`src/rtl/mem_arbiter_ctrl.sv`:
```
// Memory arbiter between I$ and D$ and a single-port variable-latency RAM.
// Holds one latched request on the RAM pins until ACCESS, ERROR or watchdog timeout.
module mem_arbiter_ctrl #(
    parameter int unsigned TIMEOUT = 16,
    parameter logic [31:0] BAD     = 32'hBAD1BAD1
) (
    input  logic        CLK,
    input  logic        nRST,
    input  logic        iREN,
    input  logic [31:0] iaddr,
    output logic        iwait,
    output logic [31:0] iload,
    input  logic        dREN,
    input  logic        dWEN,
    input  logic [31:0] daddr,
    input  logic [31:0] dstore,
    output logic        dwait,
    output logic [31:0] dload,
    output logic        ramREN,
    output logic        ramWEN,
    output logic [31:0] ramaddr,
    output logic [31:0] ramstore,
    input  logic [31:0] ramload,
    input  logic [1:0]  ramstate,
    output logic        memerr
);

    typedef enum logic [1:0] {IDLE, DGRANT, IGRANT} state_t;

    localparam logic [1:0] RAM_ACCESS = 2'd2;
    localparam logic [1:0] RAM_ERROR  = 2'd3;
    localparam logic [7:0] WDOG_LAST  = 8'(TIMEOUT - 1);

    state_t      state_q, state_d;
    logic        ren_q, ren_d;
    logic        wen_q, wen_d;
    logic [31:0] addr_q, addr_d;
    logic [31:0] store_q, store_d;
    logic [7:0]  wdog_q, wdog_d;
    logic        last_data_q, last_data_d;
    logic        memerr_q, memerr_d;

    logic        granted;
    logic        served;
    logic        aborted;
    logic        d_req;
    logic [31:0] resp_load;

    assign d_req     = dREN | dWEN;
    assign granted   = (state_q != IDLE);
    assign served    = granted && (ramstate == RAM_ACCESS);
    // ACCESS wins over a coincident timeout.
    assign aborted   = granted && !served && ((ramstate == RAM_ERROR) || (wdog_q == WDOG_LAST));
    assign resp_load = aborted ? BAD : (ren_q ? ramload : 32'h0);

    // Pins come only from registers; state gating drops enables asynchronously on reset.
    assign ramREN   = granted & ren_q;
    assign ramWEN   = granted & wen_q;
    assign ramaddr  = addr_q;
    assign ramstore = store_q;
    assign memerr   = memerr_q;

    always_comb begin
        state_d     = state_q;
        ren_d       = ren_q;
        wen_d       = wen_q;
        addr_d      = addr_q;
        store_d     = store_q;
        wdog_d      = wdog_q;
        last_data_d = last_data_q;
        memerr_d    = memerr_q;
        iwait       = 1'b1;
        dwait       = 1'b1;
        iload       = 32'h0;
        dload       = 32'h0;

        unique case (state_q)
            IDLE: begin
                // Data has priority, except a fetch always follows a data grant.
                if (iREN && (last_data_q || !d_req)) begin
                    state_d = IGRANT;
                    ren_d   = 1'b1;
                    wen_d   = 1'b0;
                    addr_d  = iaddr;
                    wdog_d  = 8'd0;
                end else if (d_req) begin
                    state_d = DGRANT;
                    ren_d   = dREN & ~dWEN;
                    wen_d   = dWEN;
                    addr_d  = daddr;
                    store_d = dstore;
                    wdog_d  = 8'd0;
                end
            end
            DGRANT: begin
                if ((served || aborted) && d_req) begin
                    dwait = 1'b0;
                    dload = resp_load;
                end
            end
            IGRANT: begin
                if ((served || aborted) && iREN) begin
                    iwait = 1'b0;
                    iload = resp_load;
                end
            end
            default: state_d = IDLE;
        endcase

        if (served || aborted) begin
            state_d     = IDLE;
            last_data_d = (state_q == DGRANT);
        end else if (granted) begin
            wdog_d = wdog_q + 8'd1;
        end

        if (aborted) begin
            memerr_d = 1'b1;
        end
    end

    always_ff @(posedge CLK or negedge nRST) begin
        if (!nRST) begin
            state_q     <= IDLE;
            ren_q       <= 1'b0;
            wen_q       <= 1'b0;
            addr_q      <= 32'h0;
            store_q     <= 32'h0;
            wdog_q      <= 8'd0;
            last_data_q <= 1'b0;
            memerr_q    <= 1'b0;
        end else begin
            state_q     <= state_d;
            ren_q       <= ren_d;
            wen_q       <= wen_d;
            addr_q      <= addr_d;
            store_q     <= store_d;
            wdog_q      <= wdog_d;
            last_data_q <= last_data_d;
            memerr_q    <= memerr_d;
        end
    end

endmodule
```
`config.mk`:
```
export PLATFORM = sky130hd
export DESIGN_NAME = mem_arbiter_ctrl
export DESIGN_NICKNAME = d
export VERILOG_FILES = /design/src/rtl/mem_arbiter_ctrl.sv
export SDC_FILE = /design/constraint.sdc
export NUM_CORES = 1
export LEC_CHECK = 0
export CORE_ASPECT_RATIO = 0.75
export CORE_MARGIN = 1.5
export CORE_UTILIZATION = 39
export DETAILED_ROUTE_END_ITERATION = 8
export PLACE_DENSITY = 0.95
export SYNTH_ARGS = -nofsm -noshare
export SYNTH_HDL_FRONTEND = slang
export SYNTH_SLANG_ARGS = --single-unit
```
`constraint.sdc`:
```
create_clock -name CLK -period 5.6 [get_ports CLK]
set_input_delay 1.12 -clock CLK [delete_from_list [all_inputs] [get_ports CLK]]
set_output_delay 1.12 -clock CLK [all_outputs]
set_load 0.05 [all_outputs]
```
==> metrics.csv <==
stage;metric;value;unit
outcome;status;finished clean;
placed_design;placedInstanceArea;0.00670;mm^2
worst_setup_path;r2r_end;ramstore[10]$_DFFE_PN0P_;
clock_network;clock_pin_slew_reported_for_the_worst_setup_and_hold_paths_after_clock_tree_synthesis;60;ps
synth;synth-edff-count;0;
routing;drt-vias-per-instance;4.88;
synth;synthesis.yosys.warnings;0;
sta;slew_viol_final;0;
synth;syn_nets;532;
global_routing;via_count_of_the_first_global_routing_pass;3858;
global_routing;antenna_found_initial;0;
sta;setup_ws;1120;ps
routing;detail_route.first_pass.iterations;5;
worst_setup_path;critical_path_class;primary input to output port;
global_routing;grt_overflow;0;
layout;final_layout_size_suffix_gt1_frac;0.0901;
power;power.density;567;mW/mm^2
power;power.static_leakage;2.94;nW
min_path;worstHoldStart;memerr$_DFFE_PN0P_;
worst_setup_path;timing.critical_path.fanout_max;33;
die;floorplan.die.height;90.3;um
global_routing;grt_max_degree;79;
clock_network;cts.sink_count;78;
sta;achievable-frequency;223;MHz
layout;n_antenna_cell;0;
clock_network;cts.repair_timing.setup_buffer_count;0;
worst_setup_path;critical_path_max_stage_delay;830;ps
synth;syn_avg_cell_area;10.1;um^2
sta;timing_hold_violations_final;0;
routing;antenna_left;0;
die;std_cell_rows;31;
die;die_x;119;um
worst_setup_path;worst_path_most_repeated_cell;sky130_fd_sc_hd__clkdlybuf4s50_1;
min_path;min_path_type;flop to flop;
layout;layoutNonFillerInstCount;787;
synth;seq_area_frac_synth;0.493;
synth;yosysUniqueCellTypes;32;
clock_network;cts_buffers;9;
synth;synth.largest_area_cell;sky130_fd_sc_hd__dfrtp_1;
job;max_cap_violations;0;
synth;synth-main-ff-cell;sky130_fd_sc_hd__dfrtp_1;
worst_setup_path;timing.critical_path.buf_inv;3;
die;dieArea;0.0108;mm^2
synth;synth_async_sr_flop_share;1.00;
synth;synthCells;393;
worst_setup_path;r2r_setup_slack;2860;ps
synth;post_synth_most_frequent_cells;78 x sky130_fd_sc_hd__dfrtp_1, 71 x sky130_fd_sc_hd__nor2_1, 60 x sky130_fd_sc_hd__nand2_1;
routing;final_routed_wirelength_across_all_metal_layers;12800;um
clock_network;h-tree-depth;3;
worst_setup_path;critical-path-top-delay-family;buffers and inverters;
synth;syn_area;0.00396;mm^2
sta;hold-worst-slack;470;ps
min_path;worstHoldPathCells;1;
worst_setup_path;worst_r2r_startpoint;state_q[0]$_DFFE_PN0P_;
placed_design;dp_cells;771;
sta;timing.final.setup_violations;0;
synth;ys_top_cells_by_area;sky130_fd_sc_hd__dfrtp_1 49%, sky130_fd_sc_hd__mux2_4 11%, sky130_fd_sc_hd__mux2i_1 8.8%;
clock_network;clock_path_buffers;2;
placed_design;gp_routability_congestion;0.865;
worst_setup_path;cp_slowest_cell;sky130_fd_sc_hd__clkdlybuf4s50_1;
global_routing;grtUsageTotal;0.236;
clock_network;ctsRootBufferMaster;sky130_fd_sc_hd__clkbuf_16;
die;floorplan.core_area;0.00977;mm^2
routing;dr.first_iter.drc_count;229;
worst_setup_path;worstPathArrival;3360;ps
sta;setup_total_negative_slack;0;ps
min_path;worst_hold_path.endpoint;memerr$_DFFE_PN0P_;
sta;slew_worst_pin;1260;ps
placed_design;dpl.hpwl;9790;um
sta;unrepaired_setup_endpoints_after_global_routing;no;
layout;final_cell_area;0.00702;mm^2
routing;remaining_drc_errors;0;
placed_design;i_o_buffers;267;
routing;routed-via-count;3838;
power;ir_drop;271;uV
sta;post-route-min-period;4480;ps
sta;clock-skew-final;4.49;ps
sta;timing.final.crit_share;0.800;
layout;nNetsFinal;789;
placed_design;post_placement_setup_slack;1130;ps
clock_network;clkLatencyLatePin;320;ps
routing;avgRoutedWirePerCell;16.3;um
worst_setup_path;critical_path.cell_chain;clkdlybuf4s50_1 -> nand2b_1 -> a21bo_2 -> nand3_1 -> buf_4 -> nor2_1 -> clkdlybuf4s50_1;
clock_network;post_cts_resized;0;
worst_setup_path;cp.required;4480;ps
worst_setup_path;worst_setup_path_end_kind;output port;
global_routing;grt_pass1_wl;20200;um
die;start_util;0.405;
clock_network;tritoncts_clock_tree;yes;
synth;postSynthRegisterBits;78;
synth;synth.most_common_cell;sky130_fd_sc_hd__dfrtp_1;
worst_setup_path;worst-r2r-cell-count;6;
clock_network;holdBufCountCts;0;
worst_setup_path;worst_setup_path_start_kind;primary input;
die;io_pins;268;
layout;synthToLayoutAreaGrowth;77.1;%
sta;slew_headroom;0.160;
synth;synth_largest_type_area_fraction;0.493;
[cell families (layout without fill, tap and decap cells)]
group	Yosys count	in the layout	share of synthesized area
AND/OR/NAND/NOR	146	146	0.154
multiplexers	67	67	0.207
buffers and inverters	31	293	0.0404
flip-flops	78	78	0.493
adder cells (fa/ha/maj)	4	4	0.0126
AO/OA/AOI/OAI	67	67	0.0938
[stage by stage]
stage,utilization,total power [mW]
finish,0.718,3.98
CTS,0.718,4.00
global placement,0.685,3.32
global route,0.718,4.16
detailed placement,0.685,3.38
floorplan,-,2.59
[cells in the final DEF (no fill, tap or decap)]
cell / count
sky130_fd_sc_hd__and3_1: 1
sky130_fd_sc_hd__clkinvlp_4: 1
sky130_fd_sc_hd__ha_1: 4
sky130_fd_sc_hd__nor2_4: 1
sky130_fd_sc_hd__a22o_1: 1
sky130_fd_sc_hd__mux2i_1: 35
sky130_fd_sc_hd__mux2_4: 29
sky130_fd_sc_hd__a21bo_2: 1
sky130_fd_sc_hd__clkbuf_16: 9
sky130_fd_sc_hd__nand2b_2: 1
sky130_fd_sc_hd__o21ai_0: 36
sky130_fd_sc_hd__mux2_2: 3
sky130_fd_sc_hd__a21o_1: 2
sky130_fd_sc_hd__a21boi_0: 2
sky130_fd_sc_hd__clkbuf_1: 1
sky130_fd_sc_hd__and4b_1: 1
sky130_fd_sc_hd__nand3_1: 4
sky130_fd_sc_hd__a32o_1: 1
sky130_fd_sc_hd__o211ai_1: 1
sky130_fd_sc_hd__clkinv_2: 2
sky130_fd_sc_hd__o21a_2: 1
sky130_fd_sc_hd__buf_4: 7
sky130_fd_sc_hd__nor4_1: 1
sky130_fd_sc_hd__inv_1: 4
sky130_fd_sc_hd__nand4_1: 2
sky130_fd_sc_hd__bufinv_16: 2
sky130_fd_sc_hd__clkdlybuf4s50_1: 266
sky130_fd_sc_hd__a21oi_1: 19
sky130_fd_sc_hd__nand2_1: 60
sky130_fd_sc_hd__nor4b_4: 1
sky130_fd_sc_hd__clkinv_4: 1
sky130_fd_sc_hd__nand3b_1: 1
sky130_fd_sc_hd__o31ai_1: 1
sky130_fd_sc_hd__dfrtp_1: 78
sky130_fd_sc_hd__nand2b_1: 2
sky130_fd_sc_hd__o21a_1: 2
sky130_fd_sc_hd__nor2_1: 71
[state kept, by name, indices dropped and copies added (netlist names), named ones only]
signal / count
ramaddr: 32
wen_q: 1
ren_q: 1
state_q: 2
memerr: 1
ramstore: 32
last_data_q: 1
wdog_q: 7
[worst reg2reg max path: cells and delay by family, from the launching register on]
kind          cells  cell delay, ps
fa+ha+maj         1             340
mux               1             440
flops             1             380
buf+inv           1              80
simple gates      3            1380
[report_power, final]
part | total, mW | internal (mW) | leakage [nW] | switching, mW
registers | 0.990 | 0.826 | 0.943 | 0.164
logic | 2.38 | 0.888 | 1.85 | 1.49
clock network | 0.610 | 0.389 | 0.152 | 0.221
total | 3.98 | 2.10 | 2.94 | 1.87
[worst max path at each step]
stage / start / end / slack, ps / cells past startpoint
5_1_grt: ramstate[1] / dload[14] / 1000 / 8
3_3_place_gp: ramstate[1] / iload[17] / 1170 / 7
6_report: ramstate[1] / iload[17] / 1120 / 7
4_1_cts: ramstate[1] / iload[17] / 1120 / 7
3_5_place_dp: ramstate[1] / iload[9] / 1130 / 7
2_1_floorplan: ramstate[0] / dload[16] / 1940 / 5
[metal layers]
metal	vias up	part of all wire	track usage
met4	0	0.022	0.0685
met2	157	0.50	0.415
met1	1816	0.41	0.287
met5	-	0	0
met3	28	0.065	0.0631
li1	1837	-	-
[cell type report]
cell class	count	area (um^2)
clock buffer	10	229
fill	679	2760
clock inverter	6	86.3
timing repair buffer	273	2720
sequential	78	1950
multi-input combinational	284	1850
inverter	4	15.0
tap	132	165
(Power assumes the default switching activity.)
